==> src/rtl/spi_slave_handler.sv <==
// SPI mode-0 slave: oversampled SCLK/CS/MOSI in the clk domain, byte-wide RX strobe,
// and a small TX FIFO feeding MISO (IDLE_BYTE when it runs dry).
module spi_slave_handler #(
  parameter int unsigned TX_FIFO_DEPTH = 4,
  parameter logic [7:0]  IDLE_BYTE     = 8'hFF
) (
  input  logic       clk,
  input  logic       rst,
  input  logic       spi_clk,
  input  logic       spi_cs_n,
  input  logic       spi_mosi,
  output logic       spi_miso,
  output logic       spi_miso_oe,
  input  logic [7:0] tx_data,
  input  logic       tx_valid,
  output logic       tx_ready,
  output logic [7:0] rx_data,
  output logic       rx_valid,
  output logic [7:0] rx_index,
  output logic       frame_start,
  output logic       frame_end,
  output logic       tx_underrun,
  output logic       busy
);

  localparam int unsigned AW = (TX_FIFO_DEPTH > 1) ? $clog2(TX_FIFO_DEPTH) : 1;
  localparam int unsigned CW = AW + 1;

  typedef enum logic {IDLE = 1'b0, ACTIVE = 1'b1} state_e;

  state_e          state_q, state_d;
  logic [2:0]      sclk_sync_q, cs_sync_q;
  logic [1:0]      mosi_sync_q;
  logic [1:0]      flush_q, flush_d;
  logic            arm_q, arm_d;
  logic [2:0]      bit_cnt_q, bit_cnt_d;
  logic [6:0]      rx_shift_q, rx_shift_d;
  logic [7:0]      rx_data_q, rx_data_d;
  logic            rx_pend_q, rx_pend_d;
  logic            rx_valid_q, rx_valid_d;
  logic [7:0]      rx_index_q, rx_index_d;
  logic [7:0]      tx_shift_q, tx_shift_d;
  logic            miso_q, miso_d;
  logic            oe_q, oe_d;
  logic            any_done_q, any_done_d;
  logic            fs_q, fs_d, fe_q, fe_d, ur_q, ur_d;
  logic            busy_q, busy_d;
  logic            tx_ready_q, tx_ready_d;
  logic [AW-1:0]   wr_ptr_q, wr_ptr_d, rd_ptr_q, rd_ptr_d;
  logic [CW-1:0]   count_q, count_d;
  logic [7:0]      mem_q [TX_FIFO_DEPTH];

  logic            sclk_rise, sclk_fall, cs_fall, cs_rise, mosi_s;
  logic            fifo_empty, push, pop, load;
  logic [7:0]      next_byte;

  assign sclk_rise  = sclk_sync_q[1] & ~sclk_sync_q[2];
  assign sclk_fall  = ~sclk_sync_q[1] & sclk_sync_q[2];
  assign cs_fall    = ~cs_sync_q[1] & cs_sync_q[2] & arm_q;
  assign cs_rise    = cs_sync_q[1] & ~cs_sync_q[2];
  assign mosi_s     = mosi_sync_q[1];
  assign fifo_empty = (count_q == '0);

  // Next-state, datapath and FIFO bookkeeping
  always_comb begin
    state_d    = state_q;
    bit_cnt_d  = bit_cnt_q;
    rx_shift_d = rx_shift_q;
    rx_data_d  = rx_data_q;
    rx_pend_d  = 1'b0;
    rx_valid_d = rx_pend_q;
    rx_index_d = rx_valid_q ? 8'(rx_index_q + 8'd1) : rx_index_q;
    tx_shift_d = tx_shift_q;
    miso_d     = miso_q;
    oe_d       = oe_q;
    any_done_d = any_done_q;
    fs_d       = 1'b0;
    fe_d       = 1'b0;
    ur_d       = 1'b0;
    load       = 1'b0;
    next_byte  = IDLE_BYTE;
    // Presets in the synchronizer are not real CS history; arm only once the pipe holds live samples.
    flush_d    = (flush_q == 2'd3) ? flush_q : 2'(flush_q + 2'd1);
    arm_d      = arm_q | ((flush_q == 2'd3) & cs_sync_q[2]);

    case (state_q)
      IDLE: begin
        if (cs_fall) begin
          state_d    = ACTIVE;
          bit_cnt_d  = 3'd0;
          rx_index_d = 8'd0;
          any_done_d = 1'b0;
          oe_d       = 1'b1;
          fs_d       = 1'b1;
          load       = 1'b1;
        end
      end
      ACTIVE: begin
        if (cs_rise) begin
          state_d   = IDLE;
          oe_d      = 1'b0;
          bit_cnt_d = 3'd0;
          fe_d      = 1'b1;
        end else if (sclk_rise) begin
          rx_shift_d = {rx_shift_q[5:0], mosi_s};
          bit_cnt_d  = 3'(bit_cnt_q + 3'd1);
          if (bit_cnt_q == 3'd7) begin
            rx_data_d  = {rx_shift_q, mosi_s};
            rx_pend_d  = 1'b1;
            any_done_d = 1'b1;
          end
        end else if (sclk_fall) begin
          if (bit_cnt_q != 3'd0) begin
            tx_shift_d = {tx_shift_q[6:0], 1'b0};
            miso_d     = tx_shift_q[6];
          end else if (any_done_q) begin
            load = 1'b1;
          end
        end
      end
      default: state_d = IDLE;
    endcase

    if (load) begin
      next_byte  = fifo_empty ? IDLE_BYTE : mem_q[rd_ptr_q];
      tx_shift_d = next_byte;
      miso_d     = next_byte[7];
      ur_d       = fifo_empty;
    end

    push       = tx_valid & tx_ready_q;
    pop        = load & ~fifo_empty;
    wr_ptr_d   = push ? AW'(wr_ptr_q + AW'(1)) : wr_ptr_q;
    rd_ptr_d   = pop  ? AW'(rd_ptr_q + AW'(1)) : rd_ptr_q;
    count_d    = CW'(count_q + CW'(push) - CW'(pop));
    tx_ready_d = (count_d != CW'(TX_FIFO_DEPTH));
    busy_d     = (state_d == ACTIVE);
  end

  // State and output registers
  always_ff @(posedge clk) begin
    if (rst) begin
      state_q     <= IDLE;
      sclk_sync_q <= 3'b000;
      cs_sync_q   <= 3'b111;
      mosi_sync_q <= 2'b00;
      flush_q     <= 2'd0;
      arm_q       <= 1'b0;
      bit_cnt_q   <= 3'd0;
      rx_shift_q  <= 7'd0;
      rx_data_q   <= 8'h00;
      rx_pend_q   <= 1'b0;
      rx_valid_q  <= 1'b0;
      rx_index_q  <= 8'd0;
      tx_shift_q  <= 8'h00;
      miso_q      <= 1'b1;
      oe_q        <= 1'b0;
      any_done_q  <= 1'b0;
      fs_q        <= 1'b0;
      fe_q        <= 1'b0;
      ur_q        <= 1'b0;
      busy_q      <= 1'b0;
      tx_ready_q  <= 1'b1;
      wr_ptr_q    <= '0;
      rd_ptr_q    <= '0;
      count_q     <= '0;
    end else begin
      state_q     <= state_d;
      sclk_sync_q <= {sclk_sync_q[1:0], spi_clk};
      cs_sync_q   <= {cs_sync_q[1:0], spi_cs_n};
      mosi_sync_q <= {mosi_sync_q[0], spi_mosi};
      flush_q     <= flush_d;
      arm_q       <= arm_d;
      bit_cnt_q   <= bit_cnt_d;
      rx_shift_q  <= rx_shift_d;
      rx_data_q   <= rx_data_d;
      rx_pend_q   <= rx_pend_d;
      rx_valid_q  <= rx_valid_d;
      rx_index_q  <= rx_index_d;
      tx_shift_q  <= tx_shift_d;
      miso_q      <= miso_d;
      oe_q        <= oe_d;
      any_done_q  <= any_done_d;
      fs_q        <= fs_d;
      fe_q        <= fe_d;
      ur_q        <= ur_d;
      busy_q      <= busy_d;
      tx_ready_q  <= tx_ready_d;
      wr_ptr_q    <= wr_ptr_d;
      rd_ptr_q    <= rd_ptr_d;
      count_q     <= count_d;
    end
  end

  // FIFO storage needs no reset; occupancy is tracked by count_q
  always_ff @(posedge clk) begin
    if (push) mem_q[wr_ptr_q] <= tx_data;
  end

  assign spi_miso    = miso_q;
  assign spi_miso_oe = oe_q;
  assign tx_ready    = tx_ready_q;
  assign rx_data     = rx_data_q;
  assign rx_valid    = rx_valid_q;
  assign rx_index    = rx_index_q;
  assign frame_start = fs_q;
  assign frame_end   = fe_q;
  assign tx_underrun = ur_q;
  assign busy        = busy_q;

endmodule
==> config.mk <==
export PLATFORM = sky130hd
export DESIGN_NAME = spi_slave_handler
export DESIGN_NICKNAME = d
export VERILOG_FILES = /design/src/rtl/spi_slave_handler.sv
export SDC_FILE = /design/constraint.sdc
export NUM_CORES = 1
export LEC_CHECK = 0
export CAP_MARGIN = 40
export CORE_MARGIN = 4
export CORE_UTILIZATION = 56
export DETAILED_ROUTE_END_ITERATION = 12
export GPL_TIMING_DRIVEN = 0
export PLACE_DENSITY = 0.79
export SYNTH_ARGS = -nofsm -noshare
export SYNTH_HDL_FRONTEND = slang
export SYNTH_SLANG_ARGS = --single-unit
==> constraint.sdc <==
create_clock -name clk -period 3.1 [get_ports clk]
set_input_delay 0.62 -clock clk [delete_from_list [all_inputs] [get_ports clk]]
set_output_delay 0.62 -clock clk [all_outputs]
set_load 0.02 [all_outputs]
Yosys cells after proc, flatten, opt, wreduce, memory -nomap -nowiden
Memory sizes are Yosys's and may differ from the RTL's. A register that Yosys moved wholly into a read port is not among the register bits.
Cells that the tools add are included.
- register bits after elaboration: 61
- memory bits (writable): 32
- input port bits: 14
- output and inout port bits: 24
- word-level logic and storage cells: 118
- memories kept: 1
- memory list (memory ; depth ; width ; rd ports ; clocked after Yosys merged registers in ; write ports ; line ; RTL):
    mem_q ; 4 ; 8 ; 1 ; 1 ; 1 ; 51 ; logic [7:0] mem_q [TX_FIFO_DEPTH];
- add/subtract/negate cells: 7
- eq/ne operators: 11
- mux-type cells: 43
- bitwise logic cells: 18
- reduce and logical (&&, ||, !) cells: 15
- operators by type and width (operator ; count):
    2-to-1 mux 7 bit ; 6
    2-to-1 mux 8 bit ; 4
    2-to-1 mux 1 bit ; 23
    != test 2 x 1 -> 1 bit, second input constant ; 5
    2-to-1 mux 3 bit ; 3
    NOT 1 bit ; 9
    adder 8 x 1 -> 8 bit, second input constant ; 1
    AND 1 bit ; 8
    one-hot mux 1 bit (2 select lines) ; 4
    AND reduction 4 bit ; 2
    adder 2 x 1 -> 2 bit, second input constant ; 3
    one-hot mux 3 bit (2 select lines) ; 1
    nonzero test 2 bit ; 3
    OR reduction 2 bit ; 3
    AND reduction 5 bit ; 1
    2-to-1 mux 2 bit ; 2
    != test 2 bit, second input constant ; 2
    AND reduction 2 bit ; 2
    OR reduction 4 bit ; 1
    adder 3 x 1 -> 3 bit ; 1
    adder 3 x 1 -> 3 bit, second input constant ; 1
    == test 3 bit, second input constant ; 1
    logical NOT 3 bit ; 1
    != test 3 x 1 -> 1 bit, second input constant ; 1
    other kinds (6) ; 6

Logic depth before layout (Yosys ltp)
- depth after elaboration: 9
- depth in mapped cells: 14

Worst setup path before layout
OpenSTA, ideal clock, no wires.
- path type: register to register
- start: reg bit_cnt_q[0]
- end: reg tx_ready_q (netlist: tx_ready)
- setup time: 0.117 ns
- data arrival time: 2.501 ns
- data required time: 2.983 ns
- slack: 0.482 ns
- stages on the path, launching flop included: 15
- period minus slack after synthesis: 2.618 ns
- path through: dfxtp_1 > inv_1 > ha_1 > and3b_1 > a41oi_4 > buf_6 > nor2_1 > ha_1 > inv_1 > ha_1 > fa_1 > xnor2_1 > xnor2_1 > nor2_1 > nand2_1
- cells in the longest elaborated chain, start to end: 9
- RTL lines (element ; line ; RTL):
    start, declared ; 36 ; logic [2:0] bit_cnt_q, bit_cnt_d;
    start signal, assigned ; 174 ; bit_cnt_q <= bit_cnt_d;
    nonzero test 3 bit ; 113 ; if (bit_cnt_q != 3'd0) begin
    2-to-1 mux 1 bit ; 113 ;
    2-to-1 mux 1 bit ; 112 ; end else if (sclk_fall) begin
    2-to-1 mux 1 bit ; 104 ; end else if (sclk_rise) begin
    2-to-1 mux 1 bit ; 99 ; if (cs_rise) begin
    one-hot mux 1 bit (2 select lines) ; 86 ; case (state_q)
    AND 1 bit ; 132 ; pop = load & ~fifo_empty;
    named net pop ; 54 ; logic fifo_empty, push, pop, load;
    subtractor 3 x 1 -> 3 bit ; 135 ; count_d = CW'(count_q + CW'(push) - CW'(pop));
    != test 3 bit ; 136 ; tx_ready_d = (count_d != CW'(TX_FIFO_DEPTH));
    end signal, assigned ; 188 ; tx_ready_q <= tx_ready_d;
    end, declared ; 48 ; logic tx_ready_q, tx_ready_d;
The timed path passes the listed nets, and every way through them passes these cells.
A chain may end at the register's enable or synchronous reset.

Worst setup path after layout
Same ends and word-level chain as after synthesis.

==> results.cfg <==
[detailed_routing]
dr.pass1.iters = 4
drcViolationCount = 0
avgViaCountPerCell = 5.40
via_count = 2473
wl_per_cell_um = 14.7
final_antenna_net_count = 0
drt_iter0_drc = 114
finalWirelength_um = 6730

[yosys]
ys_ff_latch = 95
syn_area_sq_um = 3810
synth_ff_type = dfxtp_1
yosys.area.top_type = dfxtp_1
syn_area_per_cell_sq_um = 11.6
synth_nets = 355
synth_top_area_frac = 0.331
synthDistinctLibCells = 46
synth_edf_count = 32
synthCells = 329
synthTopCellsByArea = dfxtp_1, edfxtp_1, mux4_2
yosys_warnings = 0
ys_seq_area_frac = 0.583
synthArstFlopShare = 0

[floorplan]
coreArea_sq_um = 6460
num_io_pins = 38
die_h_um = 90.5
initial_utilization = 0.590
die_w_um = 90.5
dieArea_sq_um = 8180
rows = 29

[power_and_ir_drop]
power.density_nw_per_um2 = 540
p_leak_nw = 1.54
vdd_ir_drop_max_mv = 0.396

[global_routing]
grt_first_pass_wirelength_um = 11500
antenna_found_initial = 0
gr-total-overflow = 0
grt_use_total = 0.179
grt_pass1_vias = 2417
grt_max_degree = 17

[clock_network]
cts_made_buffers = 9
cts.clk_slew.worst_paths_ps = 90
cts_num_sinks = 95
htree_num_levels = 3
cts_buffer_depth = 2
holdBufCountCts = 0
cts_resized = 0
cts_tree = done
clkLatencyLatePin_ps = 360
cts_post_setup_buffers_inserted = 0
cts_root_buf = clkbuf_8

[critical_path]
path_class = register to register
r2r_setup_slack_ps = 230
worstSetupStartpointType = register
critPathCapture = tx_ready
critPathArrivalTime_ps = 3110
end_kind = register
critical_path_required_ps = 3350
cp_max_fo = 10
slowest_delay_ps = 370
worst_path_max_delay_cell = fa_1
r2r-end = tx_ready
timing.rr.start = bit_cnt_q[0]
critPathLaunch = bit_cnt_q[0]
r2r_cells = 14
crit_chain = inv_1, ha_1, and3b_1, a41oi_4, buf_6, nor2_1, ha_1, inv_1, ha_1, fa_1, xnor2_1, xnor2_1, nor2_1, nand2_1
crit_path_frequent_cell = ha_1

[finish]
final_core_util = 0.690
most-common-layout-cells = dfxtp_1, clkdlybuf4s50_1, edfxtp_1
final_common_cell = dfxtp_1
final_nets = 402
num_antenna_cells = 0
area_growth_pct = 17.0
drive_gt1_frac = 0.123

[sta]
hold_violations = 0
setup_violations = 0
tightestPinTransition_ps = 665
skew_ps = 9.78
holdWs_ps = 419
rsz0062_at_grt = no
fin_crit_sh = 0.925
setup-tns-final_ps = 0
report.final.slew_viol_count = 0
max_freq_mhz = 349
period_needed_ps = 2870
max_slew_margin = 0.557

[flow_run]
max_cap_violations = 0

[min_path]
worstHoldStart = cs_sync_q[0]
hp-class = register to register

[run_status]
outcome = completed

[placed_design]
place_congestion = 0.789
detailed_place_hpwl_um = 4760
port-buffer-count = 36
power breakdown:
group / switching, mW / internal [mW] / total (mW) / leakage [nW]
Combinational: 0.132 / 0.102 / 0.235 / 0.647
Sequential: 0.0310 / 1.35 / 1.39 / 0.804
Clock: 0.417 / 0.370 / 0.787 / 0.0883
Total: 0.580 / 1.83 / 2.41 / 1.54
cell families after synthesis:
family	count (synthesis)	synth area share
AND/OR/NAND/NOR	112	0.156
flip-flops	95	0.583
AO/OA/AOI/OAI	54	0.0959
buffers and inverters	35	0.0450
adder cells (fa/ha/maj)	12	0.0414
XOR/XNOR	11	0.0253
multiplexers	10	0.0526
critical path: cells and delay by family (launching register included):
family,cells,cell delay [ps]
fa+ha+maj,4,1040
simple gates,4,460
flops,1,360
compound gates,1,320
buf+inv,3,300
xor+xnor,2,260
per-stage QoR:
step                      total power [mW]  area, sq um  std cells  setup slack [ps]
after floorplan                       1.57         3810        329               482
after global placement                1.64         4270        442               285
after detailed placement              1.65         4270        442               245
after CTS                             2.42         4460        458               210
after global routing                  2.52         4460        458              33.6
final                                 2.41         4460        458               233
state kept, by name (all words and copies together) (netlist names), 2 cells and up, named ones only:
| signal | count |
|---|---|
| wr_ptr_q | 2 |
| mem_q | 32 |
| count_q | 3 |
| rd_ptr_q | 2 |
| flush_q | 2 |
| mosi_sync_q | 2 |
| rx_index | 8 |
| cs_sync_q | 3 |
| bit_cnt_q | 3 |
| rx_data | 8 |
| tx_shift_q | 7 |
| sclk_sync_q | 3 |
| rx_shift_q | 7 |
area by class of cell:
cell class | instances | area [sq um]
inverters | 16 | 60.1
multi-input cells | 199 | 1420
flip-flops and latches | 95 | 2220
plain buffers | 19 | 111
clock buffers | 10 | 128
clock inverters | 6 | 62.6
well taps | 77 | 96.3
fillers | 516 | 2000
repair buffers | 36 | 360
synthesized netlist by cell type (3+ instances only):
cell type  number
mux4_2          8
buf_6           4
clkbuf_1        7
o21ai_0         7
nor3_1          4
o32ai_2         4
and3_1          7
or2_2           3
dfxtp_1        63
buf_2           5
nand4_1         4
nor2_1         21
inv_1          16
ha_1           11
edfxtp_1       32
xnor2_1         4
a21oi_1        31
nor2b_1        11
xor2_1          7
nand2_1        29
nand3_1        15
nor3_2          4
worst min-delay path by stage:
stage / slack, ps / endpoint / depth (start not counted)
finish: 420 / cs_sync_q[1] / 1
global route: 440 / cs_sync_q[1] / 1
CTS: 420 / cs_sync_q[1] / 1
detailed placement: 400 / cs_sync_q[1] / 1
global placement: 390 / cs_sync_q[1] / 1
floorplan: 390 / cs_sync_q[1] / 1
routing by layer:
layer / share of wire / GRT usage / wire (um) / vias to the layer above
li1: - / - / - / 1248
met1: 0.45 / 0.221 / 3050 / 1168
met2: 0.50 / 0.301 / 3330 / 50
met3: 0.040 / 0.0508 / 272 / 7
met4: 0.012 / 0.0561 / 80 / 0
met5: 0 / 0 / 0 / -
Note: power is estimated with default switching activity, not from simulation.
